**src/rtl/sweep_decoder.sv**
```systemverilog
// rtl/sweep_decoder.sv - LED sweep bus receive checker: direction, sweep count, lock, errors
module sweep_decoder #(
  parameter int CNT_W       = 8,
  parameter int LOCK_SWEEPS = 1
) (
  input  logic             clk,
  input  logic             reset_n,
  input  logic             enable,
  input  logic             tick,
  input  logic             clr,
  input  logic [3:0]       led_in,
  output logic [1:0]       dir,
  output logic             locked,
  output logic             sweep_done,
  output logic             err,
  output logic [CNT_W-1:0] sweep_count
);

  localparam int LK_W = (LOCK_SWEEPS < 1) ? 1 : $clog2(LOCK_SWEEPS + 1);
  localparam logic [LK_W-1:0] LOCK_MAX = LK_W'(LOCK_SWEEPS);

  typedef enum logic [1:0] {
    IDLE    = 2'd0,
    SYNC    = 2'd1,
    TRACK_L = 2'd2,
    TRACK_R = 2'd3
  } state_t;

  state_t            state_q, state_d;
  logic [2:0]        idx_q, idx_d;
  logic [CNT_W-1:0]  cnt_q, cnt_d;
  logic [LK_W-1:0]   lock_q, lock_d;
  logic              locked_q, locked_d;
  logic              done_q, done_d;
  logic              err_q, err_d;
  logic [1:0]        dir_q, dir_d;
  logic [2:0]        next_idx;
  logic [3:0]        expected;

  // Pattern at position i of the left sweep, or of its mirror for the right sweep.
  function automatic logic [3:0] seq_val(input logic right, input logic [2:0] i);
    logic [3:0] v;
    case (i)
      3'd1:    v = 4'b0001;
      3'd2:    v = 4'b0011;
      3'd3:    v = 4'b0110;
      3'd4:    v = 4'b1100;
      3'd5:    v = 4'b1000;
      default: v = 4'b0000;
    endcase
    return right ? {v[0], v[1], v[2], v[3]} : v;
  endfunction

  // Next-state logic: one decision per qualified sample; clr overrides everything.
  always_comb begin
    state_d  = state_q;
    idx_d    = idx_q;
    cnt_d    = cnt_q;
    lock_d   = lock_q;
    locked_d = locked_q;
    done_d   = 1'b0;
    err_d    = 1'b0;
    next_idx = (idx_q == 3'd5) ? 3'd0 : idx_q + 3'd1;
    expected = seq_val(state_q == TRACK_R, next_idx);

    if (clr) begin
      state_d  = IDLE;
      idx_d    = 3'd0;
      cnt_d    = '0;
      lock_d   = '0;
      locked_d = 1'b0;
    end else if (enable && tick) begin
      case (state_q)
        IDLE: begin
          if (led_in == 4'b0000) state_d = SYNC;
        end
        SYNC: begin
          if (led_in == 4'b0001) begin
            state_d = TRACK_L;
            idx_d   = 3'd1;
          end else if (led_in == 4'b1000) begin
            state_d = TRACK_R;
            idx_d   = 3'd1;
          end else if (led_in != 4'b0000) begin
            err_d   = 1'b1;
            state_d = IDLE;
            idx_d   = 3'd0;
          end
        end
        default: begin
          if (led_in == expected) begin
            idx_d = next_idx;
            if (next_idx == 3'd0) begin
              done_d = 1'b1;
              if (cnt_q != {CNT_W{1'b1}}) cnt_d = cnt_q + CNT_W'(1);
              if (lock_q != LOCK_MAX) lock_d = lock_q + LK_W'(1);
              if (lock_d >= LOCK_MAX) locked_d = 1'b1;
            end
          end else begin
            err_d    = 1'b1;
            lock_d   = '0;
            locked_d = 1'b0;
            idx_d    = 3'd0;
            state_d  = (led_in == 4'b0000) ? SYNC : IDLE;
          end
        end
      endcase
    end

    case (state_d)
      TRACK_L: dir_d = 2'b01;
      TRACK_R: dir_d = 2'b10;
      default: dir_d = 2'b00;
    endcase
  end

  // State and output registers; everything visible on the edge that captures the sample.
  always_ff @(posedge clk or negedge reset_n) begin
    if (!reset_n) begin
      state_q  <= IDLE;
      idx_q    <= 3'd0;
      cnt_q    <= '0;
      lock_q   <= '0;
      locked_q <= 1'b0;
      done_q   <= 1'b0;
      err_q    <= 1'b0;
      dir_q    <= 2'b00;
    end else begin
      state_q  <= state_d;
      idx_q    <= idx_d;
      cnt_q    <= cnt_d;
      lock_q   <= lock_d;
      locked_q <= locked_d;
      done_q   <= done_d;
      err_q    <= err_d;
      dir_q    <= dir_d;
    end
  end

  assign dir         = dir_q;
  assign locked      = locked_q;
  assign sweep_done  = done_q;
  assign err         = err_q;
  assign sweep_count = cnt_q;

endmodule
```
**config.mk**
```make
export PLATFORM = sky130hd
export DESIGN_NAME = sweep_decoder
export DESIGN_NICKNAME = d
export VERILOG_FILES = /design/src/rtl/sweep_decoder.sv
export SDC_FILE = /design/constraint.sdc
export NUM_CORES = 1
export LEC_CHECK = 0
export CAP_MARGIN = 20
export CORE_MARGIN = 10
export CORE_UTILIZATION = 55
export DETAILED_ROUTE_END_ITERATION = 16
export PLACE_DENSITY = 0.92
export SYNTH_ARGS = -nofsm -noshare
export SYNTH_HDL_FRONTEND = slang
export SYNTH_SLANG_ARGS = --single-unit
```
**constraint.sdc**
```tcl
create_clock -name clk -period 5.5 [get_ports clk]
set_input_delay 0.825 -clock clk [delete_from_list [all_inputs] [get_ports clk]]
set_output_delay 0.825 -clock clk [all_outputs]
set_load 0.01 [all_outputs]
```
==> metrics.yaml <==
ctsHoldBuffers: 0
syn_inst: 128
fin_crit_ns: 2.86
gr-total-overflow: 0
wirelength_um: 2780
yosysSeqAreaShare_pct: 36.8
nNetsFinal: 157
grt_pass1_wl_um: 4700
finalHoldViolCount: 0
ios: 22
finalSetupTns_ns: 0
hold_class: "reg -> reg"
drv_slew: 0
max_slew_margin_pct: 47.6
design_area_um2: 1440
grt_util_all_layers_pct: 13.4
cts_tree: "built"
cp.arrival_ns: 3.06
cts_root_buf: "clkbuf_4"
antenna_found_initial: 0
syn_area_per_cell_um2: 9.57
netlist_top_cells_area: "dfrtp_1 (37%), nand2_1 (4.0%), nor2_1 (4.0%), mux2_2 (3.7%), and2b_2 (2.9%)"
avgViaCountPerCell: 5.90
powerDensity_nw_per_um2: 163
seq_area_um2: 450
post_cts_buffers: 0
clockBufferDepth: 2
synth.largest_area_cell: "dfrtp_1"
place_area_um2: 1400
p_leak_nw: 0.581
cts.clk_slew.worst_paths_ns: 0.10
initial_core_util_pct: 56.5
async_flop_share_pct: 100
die_h_um: 67.2
clock_latency_ns: 0.30
cts_buffers: 3
grt_max_degree: 21
fin_skew_ns: 0.00370
nFillCells: 196
rsz0062_at_grt: "no"
drtPass1Iterations: 4
max-cap-violations: 0
syn_nets: 138
core_um2: 2170
yosys_warnings: 0
gp_congestion: 0.902
crit_chain: "clkdlybuf4s50_1, and2b_2, mux2_2, a221oi_2, or3b_1, a311oi_4, and2_1"
synth_top_area_share_pct: 36.8
final_cell_count_no_fill: 174
dpl.cell_count: 170
multi_input_comb_area_um2: 693
ir_worst_vdd_mv: 0.117
grt_pass1_vias: 1038
worst_pin_slew_ns: 0.783
critPathMaxFanout: 6
setup_violations: 0
cp-start-kind: "primary input"
synth_edf_count: 0
die_area_um2: 4510
drcViolationCount: 0
port_buffers: 21
wl_per_cell_um: 16.0
crit_path_end_kind: "register"
path_buf_inv: 1
ys_seq_elements: 18
fin_ws_ns: 2.64
fp.dieW_um: 67.2
final_cell_mix: "clkdlybuf4s50_1 (21), dfrtp_1 (18), nand2_1 (13), nor2_1 (13)"
utilization_pct: 66.4
final_common_cell: "clkdlybuf4s50_1"
synth_cell_type_count: 50
htreeDepth: 1
cts_resized: 0
cts.sinks: 18
vias: 1027
slowest_delay_ns: 0.57
worstPathRequired_ns: 5.70
final_layout_size_suffix_gt1_share_pct: 15.8
status: "completed"
cp_slowest_cell: "clkdlybuf4s50_1"
crit_type: "in -> reg"
num_antenna_cells: 0
rows: 17
ys.flop_type: "dfrtp_1"
dp_hpwl_um: 2200
area_growth_pct: 17.6
max_freq_ghz: 0.350
synth_area_um2: 1220
preCtsSetupSlack_ns: 2.32
drtAntennaViolNets: 0
fin_crit_sh_pct: 52.0
drt_iter0_markers: 36
cp_top_family: "simple AND/OR/NAND/NOR gates"
==> layout make-up <==
cell class | instances | share of cell area (%)
multi-input combinational | 99 | 48.1
inverter | 4 | 1.04
clock buffer | 4 | 2.52
tap | 28 | 2.43
sequential | 18 | 31.3
timing repair buffer | 21 | 14.6
==> registers in the layout (all words and copies together), names as in the netlist <==
signal	flops
sweep_count	8
idx_q	3
dir	2
state_q	2
err	1
locked	1
sweep_done	1
==> through the flow <==
stage,hold WS (ns),power [mW]
floorplan,0.529,0.147
global placement,0.564,0.157
detailed placement,0.595,0.157
CTS,0.608,0.237
global route,0.639,0.247
finish,0.602,0.235
==> metal layers <==
layer	track usage, %	part of all wire, %	vias to the layer above
li1	-	-	496
met1	13.9	38	504
met2	24.3	54	23
met3	2.31	6.1	4
met4	8.46	1.7	0
met5	0	0	-
==> synthesized netlist by cell type (3+ instances only) <==
cell type and n:
nand4_1 4, and2b_2 4, nor3_1 3, nand2_1 13, a21oi_1 5, nor2_1 13
mux2_2 4, o21ai_0 5, nor2b_1 3, nand3_1 3, or3_1 4, mux2i_1 3
inv_1 4, dfrtp_1 18
==> kinds of logic (layout without fill, tap and decap cells) <==
| family | after synthesis | in the layout | synth area share [%] |
|---|---|---|---|
| simple gates | 61 | 61 | 28.2 |
| flops | 18 | 18 | 36.8 |
| buf+inv | 11 | 29 | 6.64 |
| mux | 8 | 8 | 7.97 |
| compound gates | 26 | 26 | 16.7 |
| fa+ha+maj | 1 | 1 | 1.02 |
| xor+xnor | 3 | 3 | 2.76 |
==> final timing paths <==
kind,to,start,cells after the start,slack [ns]
setup / recovery,dir[1],led_in[0],7,2.64
hold / removal,locked,locked,2,0.60
setup reg to reg,dir[1],idx_q[0],6,3.13
hold reg to reg,locked,locked,2,0.60
max in group asynchronous,sweep_count[6],reset_n,1,4.04
min in group asynchronous,sweep_count[5],reset_n,1,0.98
==> report_power, final <==
group          leakage, nW  switching, mW  internal (mW)  total (mW)
sequential           0.252       0.000272          0.132       0.133
combinational        0.308         0.0127        0.00935      0.0221
clock               0.0210         0.0402         0.0404      0.0806
total                0.581         0.0532          0.182       0.235
==> worst register-to-register path: stages, from the launching register on <==
cell and delay [ns]:
dfrtp_1 0.49, a21boi_1 0.32, mux2i_4 0.33, xor2_2 0.19, or3b_1 0.50, a311oi_4 0.32
and2_1 0.18
Note: power is estimated with default switching activity, not from simulation.
